<file path="src/rtl/capture_pkg.sv">
// Shared definitions for the capture trigger sequencer: state encoding,
// trigger slope constants and the default sample width.
package capture_pkg;

  localparam int CAP_DATA_W = 8;

  localparam logic TRIG_RISING  = 1'b0;
  localparam logic TRIG_FALLING = 1'b1;

  typedef enum logic [2:0] {
    ST_IDLE       = 3'd0,
    ST_WAIT_EMPTY = 3'd1,
    ST_ARMED      = 3'd2,
    ST_CAPTURE    = 3'd3,
    ST_HOLDOFF    = 3'd4
  } state_t;

endpackage

</file>
<file path="src/rtl/trigger_detect.sv">
// Level/slope trigger with hysteresis: the flag must first see the signal on
// the far side of the saturated threshold before a crossing may fire.
module trigger_detect
  import capture_pkg::*;
#(
  parameter int DATA_W = CAP_DATA_W,
  parameter int HYST   = 4
) (
  input  logic              clk,
  input  logic              rst_n,
  input  logic [DATA_W-1:0] i_sample,
  input  logic              i_valid,
  input  logic [DATA_W-1:0] i_level,
  input  logic              i_slope,
  input  logic              i_clear,
  input  logic              i_force,
  output logic              o_hit
);

  localparam logic [DATA_W:0] HYST_X = (DATA_W + 1)'(HYST);

  function automatic logic [DATA_W-1:0] sat_sub(input logic [DATA_W-1:0] a);
    logic [DATA_W:0] d;
    d = {1'b0, a} - HYST_X;
    return d[DATA_W] ? '0 : d[DATA_W-1:0];
  endfunction

  function automatic logic [DATA_W-1:0] sat_add(input logic [DATA_W-1:0] a);
    logic [DATA_W:0] s;
    s = {1'b0, a} + HYST_X;
    return s[DATA_W] ? '1 : s[DATA_W-1:0];
  endfunction

  logic              r_flag;
  logic              w_rising;
  logic [DATA_W-1:0] w_lo;
  logic [DATA_W-1:0] w_hi;
  logic              w_arm_cond;
  logic              w_cross;

  assign w_rising   = (i_slope == TRIG_RISING);
  assign w_lo       = sat_sub(i_level);
  assign w_hi       = sat_add(i_level);
  // A saturated bound makes the strict compare unsatisfiable, so no re-arm.
  assign w_arm_cond = w_rising ? (i_sample < w_lo) : (i_sample > w_hi);
  assign w_cross    = w_rising ? (i_sample >= i_level) : (i_sample <= i_level);
  assign o_hit      = i_valid && ((r_flag && w_cross) || i_force);

  always_ff @(posedge clk or negedge rst_n) begin
    if (!rst_n) begin
      r_flag <= 1'b0;
    end else if (i_clear) begin
      r_flag <= 1'b0;
    end else if (i_valid && w_arm_cond) begin
      r_flag <= 1'b1;
    end
  end

endmodule

</file>
<file path="src/rtl/capture_trigger_ctrl.sv">
// Trigger/capture sequencer in front of the sample FIFO.
// Optional auto trigger after AUTO_TIMEOUT armed clocks: define CAPTURE_TRIG_AUTO_EN.
module capture_trigger_ctrl
  import capture_pkg::*;
#(
  parameter int DATA_W       = CAP_DATA_W,
  parameter int HYST         = 4,
  parameter int HOLDOFF      = 64,
  parameter int AUTO_TIMEOUT = 1000000
) (
  input  logic              clk,
  input  logic              reset,
  input  logic [DATA_W-1:0] sample_in,
  input  logic              sample_valid,
  input  logic [DATA_W-1:0] trig_level,
  input  logic              trig_slope,
  input  logic              single_shot,
  input  logic              arm,
  input  logic              fifo_wrfull,
  input  logic              fifo_wrempty,
  output logic [DATA_W-1:0] fifo_data,
  output logic              fifo_wrreq,
  output logic              triggered,
  output logic              trig_auto,
  output logic [2:0]        state
);

  localparam int             HCW     = (HOLDOFF < 1) ? 1 : $clog2(HOLDOFF + 1);
  localparam logic [HCW-1:0] HOLD_M1 = HCW'((HOLDOFF == 0) ? 0 : HOLDOFF - 1);

  state_t            r_state;
  state_t            w_state_nxt;
  logic [DATA_W-1:0] r_data;
  logic              r_wstrobe;
  logic              w_wstrobe_nxt;
  logic [HCW-1:0]    r_hold_cnt;
  logic              w_hold_done;
  logic              w_hit;
  logic              w_force;

  trigger_detect #(
    .DATA_W (DATA_W),
    .HYST   (HYST)
  ) u_trigger_detect (
    .clk      (clk),
    .rst_n    (reset),
    .i_sample (sample_in),
    .i_valid  (sample_valid),
    .i_level  (trig_level),
    .i_slope  (trig_slope),
    .i_clear  (r_state != ST_ARMED),
    .i_force  (w_force),
    .o_hit    (w_hit)
  );

`ifdef CAPTURE_TRIG_AUTO_EN
  localparam int            AW        = (AUTO_TIMEOUT < 1) ? 1 : $clog2(AUTO_TIMEOUT + 1);
  localparam logic [AW-1:0] AUTO_LAST = AW'(AUTO_TIMEOUT);

  logic [AW-1:0] r_auto_cnt;
  logic          r_trig_auto;

  assign w_force   = (r_auto_cnt == AUTO_LAST);
  assign trig_auto = r_trig_auto;

  always_ff @(posedge clk or negedge reset) begin
    if (!reset) begin
      r_auto_cnt  <= '0;
      r_trig_auto <= 1'b0;
    end else begin
      r_trig_auto <= (r_state == ST_ARMED) && w_force && sample_valid;
      if (r_state != ST_ARMED) begin
        r_auto_cnt <= '0;
      end else if (!w_force) begin
        r_auto_cnt <= r_auto_cnt + AW'(1);
      end
    end
  end
`else
  // Auto trigger compiled out; the parameter stays for a uniform interface.
  assign w_force   = 1'b0 & (AUTO_TIMEOUT == 0);
  assign trig_auto = 1'b0;
`endif

  assign w_hold_done = (HOLDOFF == 0) || (sample_valid && (r_hold_cnt == HOLD_M1));

  always_comb begin
    w_state_nxt   = r_state;
    w_wstrobe_nxt = 1'b0;
    unique case (r_state)
      ST_IDLE: begin
        if (arm || !single_shot) w_state_nxt = ST_WAIT_EMPTY;
      end
      ST_WAIT_EMPTY: begin
        if (fifo_wrempty) w_state_nxt = ST_ARMED;
      end
      ST_ARMED: begin
        if (w_hit) begin
          w_state_nxt   = ST_CAPTURE;
          w_wstrobe_nxt = 1'b1;
        end
      end
      ST_CAPTURE: begin
        if (fifo_wrfull) w_state_nxt = ST_HOLDOFF;
        else             w_wstrobe_nxt = sample_valid;
      end
      ST_HOLDOFF: begin
        if (w_hold_done) w_state_nxt = ST_IDLE;
      end
      default: w_state_nxt = ST_IDLE;
    endcase
  end

  always_ff @(posedge clk or negedge reset) begin
    if (!reset) begin
      r_state    <= ST_IDLE;
      r_data     <= '0;
      r_wstrobe  <= 1'b0;
      r_hold_cnt <= '0;
    end else begin
      r_state   <= w_state_nxt;
      r_wstrobe <= w_wstrobe_nxt;
      if (w_wstrobe_nxt) r_data <= sample_in;
      if (r_state != ST_HOLDOFF) begin
        r_hold_cnt <= '0;
      end else if (sample_valid) begin
        r_hold_cnt <= r_hold_cnt + HCW'(1);
      end
    end
  end

  // The full flag gates the registered strobe so a write never meets a full FIFO.
  assign fifo_wrreq = r_wstrobe & ~fifo_wrfull;
  assign fifo_data  = r_data;
  assign triggered  = (r_state == ST_CAPTURE);
  assign state      = r_state;

endmodule

</file>
<file path="config.mk">
export PLATFORM = sky130hd
export DESIGN_NAME = capture_trigger_ctrl
export DESIGN_NICKNAME = d
export VERILOG_FILES = /design/src/rtl/capture_pkg.sv /design/src/rtl/trigger_detect.sv /design/src/rtl/capture_trigger_ctrl.sv
export SDC_FILE = /design/constraint.sdc
export NUM_CORES = 1
export LEC_CHECK = 0
export CAP_MARGIN = 20
export CELL_PAD_IN_SITES_DETAIL_PLACEMENT = 0
export CELL_PAD_IN_SITES_GLOBAL_PLACEMENT = 1
export CORE_AREA = 3 3 68 83
export CTS_CLUSTER_SIZE = 24
export DETAILED_ROUTE_END_ITERATION = 12
export DIE_AREA = 0 0 71 86
export PLACE_DENSITY = 0.82
export SLEW_MARGIN = 0
export SYNTH_ARGS = -nofsm -noshare
export SYNTH_HDL_FRONTEND = slang
export SYNTH_SLANG_ARGS = --single-unit
</file>
<file path="constraint.sdc">
create_clock -name clk -period 1.74 [get_ports clk]
set_clock_uncertainty 0.15 [all_clocks]
set_input_delay 0.261 -clock clk [delete_from_list [all_inputs] [get_ports clk]]
set_output_delay 0.261 -clock clk [all_outputs]
set_load 0.03 [all_outputs]
</file>
==> metrics.cfg <==
[pwr]
peakVddDrop_uv=375.9
powerDensity_nw_per_um2=870.0
total_leakage_power_nw=1.370

[global_routing]
grt_use_met3_pct=1.290
antenna_found_initial=0
gr-total-overflow=0
grt_pass1_wl_microns=7983
grt_pass1_vias=1801
grt.busiest_layer=met2
grt_usage_pct=16.07
gr-usage-met2_pct=30.72
grt_use_met1_pct=18.61
grt_max_degree=21

[synthesis]
synth_flop_cell=dfrtp_1
yosysTopAreaCell=dfrtp_1
avgSynthCellArea_sq_um=9.253
async_flop_share_pct=100.0
synthTopCellsByCount=mux2i_1 (28), ha_1 (26), dfrtp_1 (20)
yosysSeqAreaShare_pct=26.39
yosys_warnings=0
synth_top_area_share_pct=26.39
synthCells=205
synth.most_common_cell=mux2i_1
ys_types=43
synth_area_leaders=dfrtp_1 (26%), ha_1 (17%), mux2i_1 (15%), nor2_1 (3.8%), nand2_1 (3.6%)
synth-edff-count=0
synth-seq-cells=20
syn_area_sq_um=1897
synthesis.nets=255

[place]
gp_congestion=0.8999
portBuffers=36
dpl_cell_area_sq_um=2674
hpwl_microns=3925

[routing]
drc_errors=0
vias=1832
drtIter0Drc=76
drtPass1Iterations=4
vias_per_cell=5.295
drt_wl_total_microns=5013
antenna_left=0
wire_per_inst_microns=14.49

[clocking]
clkLatencyLatePin_ns=0.26
cts_tree=done
cts_sinks=20
cts_hold_buf=0
cts_made_buffers=3
cts_root_buffer=clkbuf_8
clkSlewWorstSetupHoldPaths_ns=0.08
htree_levels=1
clock_path_buffers=2

[die]
core_area_sq_um=4905
dieArea_sq_um=6106
io-pin-count=38
die_h_microns=86
rows=28
initial_core_util_pct=38.67
die_width_microns=71

[critical_path]
setup.worst_path.end_class=flop
critical_path_class=in2reg
worstRegToRegCells=4
required_ns=1.77
ff2ff_setup_slack_ns=0.14
crit_path_max_incr_delay_ns=0.34
r2r-start=r_hold_cnt[0]
cp-start-kind=primary input
critical_path.most_common_cell=o211ai_4
reg2reg_to=state[2]
worst_path_max_delay_cell=a211o_1
crit_arrival_ns=1.83
path_cells=buf_8 -> clkinvlp_4 -> buf_4 -> buf_6 -> ha_4 -> o211ai_4 -> a211o_1 -> o211ai_4 -> buf_12 -> mux2i_1
crit_path_max_fanout=8

[timing]
setup_ws_ns=-0.06238
fin_crit_ns=1.802
finalSetupTns_ns=-0.3840
rsz0062_at_grt=yes
finalCritPeriodShare_pct=103.6
hold_violations=0
report.final.slew_viol_count=0
clock.fmax_mhz=554.8
setup_viol=9
fin_hold_ws_ns=0.1937

[hold_path]
hp-class=in2async

[cells_and_area]
diodes=0
multi_input_area_sq_um=1535
register_area_sq_um=500.5
final_net_count=337
fill_cells=440
stdcell_area_sq_um=2985
final_layout_size_suffix_gt1_share_pct=37.76
syn_to_final_growth_pct=57.39

[run]
maxCapViolations=0

[run_status]
status=complete, but fails checks
violations=setup timing

-- registers in the layout, summed over array words and instances (netlist names) --
name                     cells
r_hold_cnt                   7
u_trigger_detect.r_flag      1
fifo_data                    8
r_wstrobe                    1
state                        3
-- cell families after synthesis --
family,synth area share (%)
XOR/XNOR,3.694
multiplexers,14.78
AO/OA/AOI/OAI,13.46
flip-flops,26.39
adder cells (fa/ha/maj),17.15
other,0.1977
buffers and inverters,6.002
AND/OR/NAND/NOR,18.34
-- placed cells by master (no fill, tap or decap), drive strengths merged, types with 2 or more instances in the layout --
cell type	n
buf	57
mux2i	28
ha	26
dfrtp	20
nor2	19
nand2	18
dlygate4sd2	13
a21oi	13
nand4	8
inv	8
clkdlybuf4s50	7
o21ai	7
clkdlybuf4s15	6
xor2	5
nand3	5
xnor2	3
clkbuf	3
o211ai	3
nor3	3
nor2b	3
clkinvlp	2
and4bb	2
or2	2
a31oi	2
or3	2
dlymetal6s2s	2
o2111ai	2
-- cell type report --
cell class / count / share of cell area (%)
repair buffers: 85 / 25.23
clock inverters: 1 / 1.006
clock buffers: 3 / 1.383
inverters: 10 / 1.676
well taps: 60 / 2.515
multi-input cells: 167 / 51.42
flip-flops and latches: 20 / 16.76
-- report_power, final --
group	total, W	internal (W)	switching [W]	leakage (nW)
logic	0.00139	0.000640	0.000751	1.07
clock network	0.000463	0.000307	0.000156	0.0357
registers	0.000743	0.000599	0.000143	0.262
-- repair_timing --
action / CTS / global route
endpoints found under the setup margin: 20 / 11
gates resized for setup: 84 / 14
pin swaps: 19 / 14
buffers inserted: 4 / 2
-- per-layer routing --
layer	up-vias	routed length, microns
li1	911	-
met1	868	2094
met2	45	2651
met3	8	157
met4	0	110
met5	-	0
-- per-stage QoR --
stage | cells | total power [W] | util, % | setup WS (ns)
floorplan | 205 | 0.001617 | - | -0.1425
global placement | 336 | 0.002107 | 54.52 | -0.7615
detailed placement | 336 | 0.002142 | 54.52 | -0.8122
CTS | 344 | 0.002587 | 59.54 | -0.1604
global route | 346 | 0.002763 | 60.87 | -0.1509
finish | 346 | 0.002597 | 60.87 | -0.06238
-- worst max-delay path by stage --
stage / start / to / slack (ns) / cells after the start
3_3_place_gp: trig_level[7] / fifo_data[6] / -0.76 / 8
3_5_place_dp: trig_level[7] / fifo_data[0] / -0.81 / 8
6_report: trig_level[2] / fifo_data[0] / -0.06 / 10
4_1_cts: trig_level[3] / u_trigger_detect.r_flag / -0.16 / 13
5_1_grt: trig_level[2] / u_trigger_detect.r_flag / -0.15 / 13
2_1_floorplan: trig_level[4] / u_trigger_detect.r_flag / -0.14 / 10
-- worst max-delay path, delay by kind of cell --
kind                     cells  cell delay [ns]
AO/OA/AOI/OAI                3             0.50
adder cells (fa/ha/maj)      1             0.27
buffers and inverters        5             0.60
multiplexers                 1             0.19
(Power assumes the default switching activity.)
